`src/rtl/dmem_pkg.sv`:
```
// Shared types and constants for the data-memory arbiter.
package dmem_pkg;

  typedef enum logic {
    ARB    = 1'b0,
    LOCK_B = 1'b1
  } arb_state_e;

  localparam logic GNT_A = 1'b0;
  localparam logic GNT_B = 1'b1;

  localparam int WORD_OFFSET_BITS = 2;

endpackage

```
`src/rtl/dmem_rr_pick.sv`:
```
// Combinational two-way grant picker with one-hot {gnt_b, gnt_a} output.
// Zero latency; a locked B suppresses A regardless of A's valid.
module dmem_rr_pick
  import dmem_pkg::*;
#(
  parameter int FIXED_PRIO = 0
) (
  input  logic a_valid_i,
  input  logic b_valid_i,
  input  logic last_gnt_i,
  input  logic locked_i,
  output logic gnt_a_o,
  output logic gnt_b_o
);

  always_comb begin
    gnt_a_o = 1'b0;
    gnt_b_o = 1'b0;
    if (locked_i) begin
      gnt_b_o = b_valid_i;
    end else if (a_valid_i && b_valid_i) begin
      // On conflict the port that did not win last time goes first.
      if ((FIXED_PRIO != 0) || (last_gnt_i == GNT_B)) begin
        gnt_a_o = 1'b1;
      end else begin
        gnt_b_o = 1'b1;
      end
    end else begin
      gnt_a_o = a_valid_i;
      gnt_b_o = b_valid_i;
    end
  end

endmodule

```
`src/rtl/dmem_arbiter.sv`:
```
// Shares a single-port data memory between ports A and B; one-cycle registered response, B may lock.
// Define DMEM_ARB_ALIGN_CHK_EN to flag and suppress misaligned accesses via a_err_o/b_err_o.
module dmem_arbiter
  import dmem_pkg::*;
#(
  parameter int ADDR_W     = 32,
  parameter int DATA_W     = 32,
  parameter int FIXED_PRIO = 0
) (
  input  logic              clk_i,
  input  logic              reset_i,
  input  logic              a_valid_i,
  output logic              a_ready_o,
  input  logic              a_we_i,
  input  logic [ADDR_W-1:0] a_addr_i,
  input  logic [DATA_W-1:0] a_wdata_i,
  output logic              a_resp_valid_o,
  output logic [DATA_W-1:0] a_rdata_o,
  input  logic              b_valid_i,
  output logic              b_ready_o,
  input  logic              b_we_i,
  input  logic [ADDR_W-1:0] b_addr_i,
  input  logic [DATA_W-1:0] b_wdata_i,
  output logic              b_resp_valid_o,
  output logic [DATA_W-1:0] b_rdata_o,
`ifdef DMEM_ARB_ALIGN_CHK_EN
  output logic              a_err_o,
  output logic              b_err_o,
`endif
  input  logic              b_lock_i,
  output logic [ADDR_W-1:0] mem_addr_o,
  output logic [DATA_W-1:0] mem_write_data_o,
  output logic              mem_write_enable_o,
  input  logic [DATA_W-1:0] mem_read_data_i
);

  localparam int WORD_W = ADDR_W - WORD_OFFSET_BITS;

  arb_state_e        state_q, state_d;
  logic              last_gnt_q, last_gnt_d;
  logic              a_resp_q, a_resp_d, b_resp_q, b_resp_d;
  logic [DATA_W-1:0] a_rdata_q, a_rdata_d, b_rdata_q, b_rdata_d;

  logic              gnt_a, gnt_b, accept, locked;
  logic              a_bad, b_bad, sel_we, sel_bad;
  logic [WORD_W-1:0] sel_word;
  logic [DATA_W-1:0] sel_wdata;

`ifdef DMEM_ARB_ALIGN_CHK_EN
  logic a_err_q, a_err_d, b_err_q, b_err_d;
  assign a_bad = |a_addr_i[WORD_OFFSET_BITS-1:0];
  assign b_bad = |b_addr_i[WORD_OFFSET_BITS-1:0];
`else
  logic unused_byte_offset;
  assign unused_byte_offset = ^{a_addr_i[WORD_OFFSET_BITS-1:0], b_addr_i[WORD_OFFSET_BITS-1:0]};
  assign a_bad = 1'b0;
  assign b_bad = 1'b0;
`endif

  // The lock only binds while b_lock is still high; its falling cycle arbitrates normally.
  assign locked = (state_q == LOCK_B) && b_lock_i;

  dmem_rr_pick #(
    .FIXED_PRIO (FIXED_PRIO)
  ) u_pick (
    .a_valid_i  (a_valid_i),
    .b_valid_i  (b_valid_i),
    .last_gnt_i (last_gnt_q),
    .locked_i   (locked),
    .gnt_a_o    (gnt_a),
    .gnt_b_o    (gnt_b)
  );

  assign accept    = gnt_a | gnt_b;
  assign a_ready_o = gnt_a;
  assign b_ready_o = gnt_b;

  always_comb begin
    sel_word  = '0;
    sel_wdata = '0;
    sel_we    = 1'b0;
    sel_bad   = 1'b0;
    if (gnt_a) begin
      sel_word  = a_addr_i[ADDR_W-1:WORD_OFFSET_BITS];
      sel_wdata = a_wdata_i;
      sel_we    = a_we_i;
      sel_bad   = a_bad;
    end else if (gnt_b) begin
      sel_word  = b_addr_i[ADDR_W-1:WORD_OFFSET_BITS];
      sel_wdata = b_wdata_i;
      sel_we    = b_we_i;
      sel_bad   = b_bad;
    end
  end

  assign mem_addr_o         = {sel_word, {WORD_OFFSET_BITS{1'b0}}};
  assign mem_write_data_o   = sel_wdata;
  assign mem_write_enable_o = sel_we & accept & ~reset_i & ~sel_bad;

  always_comb begin
    state_d    = state_q;
    last_gnt_d = last_gnt_q;
    if (accept) last_gnt_d = gnt_b ? GNT_B : GNT_A;
    unique case (state_q)
      ARB:     if (gnt_b && b_lock_i) state_d = LOCK_B;
      LOCK_B:  if (!b_lock_i) state_d = ARB;
      default: state_d = ARB;
    endcase
  end

  // Writes and rejected accesses answer with zero data; reads capture memory data.
  always_comb begin
    a_resp_d  = gnt_a;
    b_resp_d  = gnt_b;
    a_rdata_d = a_rdata_q;
    b_rdata_d = b_rdata_q;
    if (gnt_a) a_rdata_d = (a_we_i || a_bad) ? '0 : mem_read_data_i;
    if (gnt_b) b_rdata_d = (b_we_i || b_bad) ? '0 : mem_read_data_i;
  end

`ifdef DMEM_ARB_ALIGN_CHK_EN
  always_comb begin
    a_err_d = a_err_q;
    b_err_d = b_err_q;
    if (gnt_a) a_err_d = a_bad;
    if (gnt_b) b_err_d = b_bad;
  end

  always_ff @(posedge clk_i or posedge reset_i) begin
    if (reset_i) begin
      a_err_q <= 1'b0;
      b_err_q <= 1'b0;
    end else begin
      a_err_q <= a_err_d;
      b_err_q <= b_err_d;
    end
  end

  assign a_err_o = a_err_q;
  assign b_err_o = b_err_q;
`endif

  always_ff @(posedge clk_i or posedge reset_i) begin
    if (reset_i) begin
      state_q    <= ARB;
      last_gnt_q <= GNT_B;
      a_resp_q   <= 1'b0;
      b_resp_q   <= 1'b0;
      a_rdata_q  <= '0;
      b_rdata_q  <= '0;
    end else begin
      state_q    <= state_d;
      last_gnt_q <= last_gnt_d;
      a_resp_q   <= a_resp_d;
      b_resp_q   <= b_resp_d;
      a_rdata_q  <= a_rdata_d;
      b_rdata_q  <= b_rdata_d;
    end
  end

  assign a_resp_valid_o = a_resp_q;
  assign b_resp_valid_o = b_resp_q;
  assign a_rdata_o      = a_rdata_q;
  assign b_rdata_o      = b_rdata_q;

endmodule
```
`config.mk`:
```
export PLATFORM = sky130hd
export DESIGN_NAME = dmem_arbiter
export DESIGN_NICKNAME = d
export VERILOG_FILES = /design/src/rtl/dmem_pkg.sv /design/src/rtl/dmem_rr_pick.sv /design/src/rtl/dmem_arbiter.sv
export SDC_FILE = /design/constraint.sdc
export NUM_CORES = 1
export LEC_CHECK = 0
export ABC_AREA = 1
export BUFFER_PORTS_ARGS = -buffer_cell sky130_fd_sc_hd__buf_2
export CORE_AREA = 2 2 117 119
export CTS_CLUSTER_SIZE = 8
export DETAILED_ROUTE_END_ITERATION = 12
export DIE_AREA = 0 0 119 121
export PLACE_DENSITY_LB_ADDON = 0.3
export SLEW_MARGIN = 20
export SYNTH_ARGS = -nofsm -noshare
export SYNTH_HDL_FRONTEND = slang
export SYNTH_HIERARCHICAL = 1
export SYNTH_SLANG_ARGS = --single-unit
```
`constraint.sdc`:
```
create_clock -name clk_i -period 2.1 [get_ports clk_i]
set_input_delay 0.315 -clock clk_i [delete_from_list [all_inputs] [get_ports clk_i]]
set_output_delay 0.315 -clock clk_i [all_outputs]
set_load 0.02 [all_outputs]
```
==> results.yml, run 1 <==
run_status:
  status: "finished with violations"
  violations: "negative setup slack"
worst_setup_path:
  rrSetupSlack_ns: 0.31
  worstPathArrival_ns: 1.88
  worstSetupPathType: "register to primary output"
  crit_chain: "inv_2 > nand2_2 > inv_2 > nor2_4 > buf_12 > inv_12 > buf_12 > buf_16 > nand3_1 > nand2_1 > buf_6"
  crit_slowest_cell: "dfstp_2"
  crit_path_end_kind: "primary output"
  max_stage_delay_ns: 0.54
  required_ns: 1.78
  cp_max_fo: 9
  critPathLaunchType: "register"
sta:
  final_max_slew_viol_count: 0
  rsz0062_at_grt: "yes"
  fmax_ghz: 0.456
  fin_ws_ns: -0.0925
  min_period_ns: 2.19
  finalSetupViolations: 56
  final.setup.tns_ns: -1.95
  worstMarginPinSlew_ns: 0.871
  fin_skew_ns: 0.00950
  maxSlewHeadroom: 0.419
  fin_hold_ws_ns: 0.211
  finalCritPeriodShare: 1.04
  finalHoldViolations: 0
routing:
  antenna_left: 0
  num_vias: 4302
  first_pass_iters: 5
  drc_errors: 0
  first_iter_violations: 257
  drt-total-wl_um: 15800
  viasPerCell: 4.51
  wire_per_inst_um: 16.6
synth:
  synth_area_um2: 3530
  synth_top_area_cell: "dfrtp_1"
  syn_area_per_cell_um2: 7.45
  ys_seq_elements: 68
  synth_cells: 474
  synthTopCellsByArea: "dfrtp_1 47%, nand2_1 21%, o21ai_0 9.1%, nand3_1 7.4%, inv_1 4.1%"
  ys_top_cells_by_count: "198 x nand2_1, 67 x dfrtp_1, 64 x o21ai_0"
  yosysSeqAreaShare: 0.482
  synth_top_area_share: 0.475
  synthArstFlopShare: 1.00
  synth_flop_cell: "dfrtp_1"
  yosysMostFrequentCell: "nand2_1"
  yosys_warnings: 6
  synth_edf_count: 0
  synth.distinct_cells: 19
grt:
  grt_use_met1: 0.253
  grt_max_degree: 69
  top_usage_layer: "met2"
  first_global_vias: 3921
  grt_overflow: 0
  gr-usage-met3: 0.0710
  antenna_found_initial: 2
  grtUsageTotal: 0.203
  grt_pass1_wl_um: 22300
  met2_usage: 0.334
cts:
  clk_latency_ns: 0.33
  ctsHoldBuffers: 0
  clk_pin_slew_ns: 0.05
  clk_path_buf_depth: 2
  cts_sinks: 68
  h-tree-depth: 3
  cts_made_buffers: 9
  clock-root-buffer: "clkbuf_16"
  cts_tree: "yes"
final_layout:
  nets: 938
  fin_cells: 954
  utilization: 0.473
  drive_gt1_frac: 0.505
  fill_cells: 1294
  syn_to_final_growth_pct: 75.2
  design_area_um2: 6190
pwr:
  vdd_ir_drop_max_uv: 486
  p_per_area_nw_per_um2: 857
  p_leak_uw: 0.00355
die:
  io_pins: 300
  die-width_um: 119
  core_um2: 13100
  initial_core_util: 0.270
  die-area_um2: 14400
  die_h_um: 121
  rows: 42
flow_run:
  max-cap-violations: 0
placement:
  io_buffers: 293
  place_hpwl_um: 11100
  dpl-instance-area_um2: 5160
  dp_cells: 921
  place.gp.congestion: 0.801
worst_hold_path:
  hold_path_class: "input port to register"
==> cell usage in the layout (no fill, tap or decap) <==
| master | instances |
|---|---|
| nor2_1 | 1 |
| buf_16 | 6 |
| nand3_4 | 1 |
| inv_12 | 1 |
| nand2_1 | 172 |
| inv_2 | 2 |
| dfrtp_1 | 67 |
| inv_6 | 1 |
| nand3_1 | 40 |
| clkinvlp_4 | 5 |
| clkbuf_16 | 12 |
| a21oi_1 | 1 |
| clkbuf_8 | 1 |
| buf_6 | 44 |
| buf_8 | 3 |
| nor2_4 | 1 |
| o21ai_0 | 64 |
| nand2_2 | 28 |
| buf_2 | 248 |
| nand3_2 | 21 |
| inv_1 | 37 |
| buf_4 | 11 |
| clkinv_4 | 1 |
| buf_12 | 5 |
| conb_1 | 2 |
| dfstp_2 | 1 |
| diode_2 | 2 |
==> final cells by class <==
| type | count | area [um^2] | area share |
|---|---|---|---|
| clock buffer | 10 | 239 | 0.0386 |
| sequential | 68 | 1700 | 0.275 |
| antenna | 2 | 5.00 | 0.000809 |
| clock inverter | 6 | 47.5 | 0.00769 |
| multi-input combinational | 331 | 1600 | 0.258 |
| timing repair buffer | 320 | 2200 | 0.356 |
| tap | 176 | 220 | 0.0356 |
| inverter | 41 | 170 | 0.0275 |
==> per-layer routing <==
layer | vias up | part of all wire
li1 | 2090 | -
met1 | 1999 | 0.41
met4 | 0 | 0.022
met3 | 23 | 0.086
met5 | - | 0
met2 | 190 | 0.48
==> final timing paths <==
| path | from | to | depth (start not counted) |
|---|---|---|---|
| setup reg to reg | last_gnt_q | a_rdata_o[10] | 10 |
| hold / removal | b_lock_i | state_q | 3 |
| min in group asynchronous | reset_i | a_rdata_o[11] | 3 |
| hold reg to reg | state_q | state_q | 2 |
| setup / recovery | last_gnt_q | mem_write_data_o[12] | 11 |
| max in group asynchronous | reset_i | b_rdata_o[9] | 3 |
==> through the flow <==
step / setup slack, ns / power, uW
after floorplan: 0.173 / 2730
after global placement: 0.134 / 3480
after detailed placement: 0.154 / 3490
after CTS: -0.0846 / 5250
after global routing: -0.164 / 5590
final: -0.0925 / 5300
==> power breakdown <==
| part | internal, uW | switching, uW |
|---|---|---|
| clock | 836 | 586 |
| combinational | 896 | 1350 |
| sequential | 1530 | 109 |
==> cell families (layout without fill, tap and decap cells) <==
kind of cell           Yosys count  count (layout)  share of synthesized area
flip-flops                      68              68                      0.482
buffers and inverters           76             377                      0.106
AO/OA/AOI/OAI                   65              65                     0.0921
other                            1               4                    0.00106
AND/OR/NAND/NOR                264             264                      0.319
==> flip-flops by register name, summed over array words and instances, names as in the netlist <==
signal,count
a_resp_valid_o,1
b_rdata_o,32
b_resp_valid_o,1
state_q,1
a_rdata_o,32
last_gnt_q,1
==> worst max-delay path: cells and delay by family, from the launching register on <==
family,cells,cell delay (ns)
flops,1,0.54
simple gates,4,0.31
buf+inv,7,0.68
==> what timing repair did <==
action                                  in CTS  in global routing
endpoints found under the setup margin      62                 63
pin swaps                                    3                  6
buffers inserted                             7                  0
gates resized for setup                     98                 45
gates cloned                                 5                  3
(Power assumes the default switching activity.)
==> run 2: changes to the inputs <==
==> constraint.sdc (replaced) <==
create_clock -name clk_i -period 2.1 [get_ports clk_i]
set_input_delay 0.315 -clock clk_i [delete_from_list [all_inputs] [get_ports clk_i]]
set_output_delay 0.315 -clock clk_i [all_outputs]
set_load 0.1 [all_outputs]
==> results.yml, run 2 (synthesis results as in run 1) <==
sta:
  final.setup.tns_ns: -5.64
  rsz0062_at_grt: "yes"
  fmax_ghz: 0.449
  worstMarginPinSlew_ns: 0.827
  maxSlewHeadroom: 0.449
  finalSetupViolations: 64
  final_max_slew_viol_count: 0
  min_period_ns: 2.23
  fin_hold_ws_ns: 0.245
  fin_ws_ns: -0.125
  fin_skew_ns: 0.00767
  finalHoldViolations: 0
  finalCritPeriodShare: 1.06
routing:
  antenna_left: 0
  first_iter_violations: 257
  drc_errors: 0
  wire_per_inst_um: 19.1
  num_vias: 4549
  viasPerCell: 4.71
  first_pass_iters: 6
  drt-total-wl_um: 18400
placement:
  place_hpwl_um: 11500
  place.gp.congestion: 0.796
  io_buffers: 293
  dpl-instance-area_um2: 7540
  dp_cells: 926
worst_setup_path:
  required_ns: 1.78
  crit_path_end_kind: "primary output"
  worstPathArrival_ns: 1.91
  critPathLaunchType: "register"
  cp_max_fo: 7
  worstSetupPathType: "register to primary output"
final_layout:
  fin_cells: 965
  final_cell_mix: "228 x buf_2, 74 x buf_12, 70 x nand2_1"
  layout_commonest_cell: "buf_2"
  drive_gt1_frac: 0.692
  syn_to_final_growth_pct: 156
  design_area_um2: 9030
  utilization: 0.690
  nets: 950
  fill_cells: 897
pwr:
  vdd_ir_drop_max_uv: 1000
  p_leak_uw: 0.00429
  p_per_area_nw_per_um2: 1030
flow_run:
  max-cap-violations: 0
cts:
  clk_pin_slew_ns: 0.05
  clk_latency_ns: 0.33
  cts_sinks: 68
  clk_path_buf_depth: 2
  ctsHoldBuffers: 0
  cts_made_buffers: 9
  h-tree-depth: 3
  clock-root-buffer: "clkbuf_16"
  cts_tree: "yes"
die:
  die_h_um: 121
  io_pins: 300
  die-width_um: 119
  rows: 42
  initial_core_util: 0.270
  die-area_um2: 14400
  core_um2: 13100
grt:
  grt_use_met1: 0.255
  first_global_vias: 4682
  met2_usage: 0.427
  grtUsageTotal: 0.230
  grt_overflow: 0
  gr-usage-met3: 0.0578
  grt_pass1_wl_um: 25800
  antenna_found_initial: 2
  top_usage_layer: "met2"
  grt_max_degree: 69
run_status:
  violations: "negative setup slack"
  status: "finished with violations"
worst_hold_path:
  hold_path_class: "input port to register"
## run 2: changes by cell type in the layout (fill, tap and decap cells not counted), sizes merged
cell	delta
bufbuf	+1
bufinv	+2
diode	-1
clkbuf	+3
clkinv	+1
buf	+10
clkinvlp	-4
inv	-1
## run 2: final cells by class
type / count / area, um^2 / area share
antenna: 1 / 2.50 / 0.000277
clock inverter: 4 / 73.8 / 0.00818
timing repair buffer: 332 / 3150 / 0.349
clock buffer: 12 / 236 / 0.0262
sequential: 68 / 1700 / 0.189
inverter: 41 / 170 / 0.0189
tap: 176 / 220 / 0.0244
multi-input combinational: 331 / 3470 / 0.384
## run 2: critical path, stage by stage (launching register included)
cell,delay (ns)
dfstp_2,0.54
inv_2,0.05
nand2_4,0.05
inv_2,0.04
nor2_4,0.12
buf_12,0.17
buf_8,0.13
buf_16,0.14
nand2_2,0.10
nand2_8,0.08
buf_12,0.17
## run 2: stage by stage
step	power, uW	setup WS, ns
after floorplan	5630	-0.168
after global placement	7060	0.0831
after detailed placement	7120	0.0379
after CTS	9110	-0.100
after global routing	9550	-0.201
final	9270	-0.125
## run 2: worst paths after layout
check                           startpoint             to  slack [ns]  cells past startpoint
min in group asynchronous          reset_i        state_q        0.31                      3
worst min-delay path              b_lock_i        state_q        0.25                      3
worst min register to register  last_gnt_q     last_gnt_q        0.47                      2
max in group asynchronous          reset_i  a_rdata_o[16]        1.24                      3
worst max register to register  last_gnt_q  a_rdata_o[26]        0.27                     11
worst max-delay path            last_gnt_q  mem_addr_o[4]       -0.13                     10
## run 2: metal layers
layer,share of wire,wire [um]
met5,0.00087,16
met4,0.029,537
met3,0.072,1330
met2,0.55,10100
met1,0.35,6440
## run 2: repair_timing
action	CTS	global route
setup endpoints to repair	64	64
resized for setup	113	55
buffers inserted	10	1
pin swaps	3	2
cloned	7	5
hold endpoints to repair	0	0
## run 2: power by group
group	internal, uW	total [uW]	leakage (uW)	switching, uW
combinational	1730	6050	0.00326	4320
sequential	1530	1640	0.000882	115
clock	1040	1570	0.000151	532
total	4300	9270	0.00429	4970
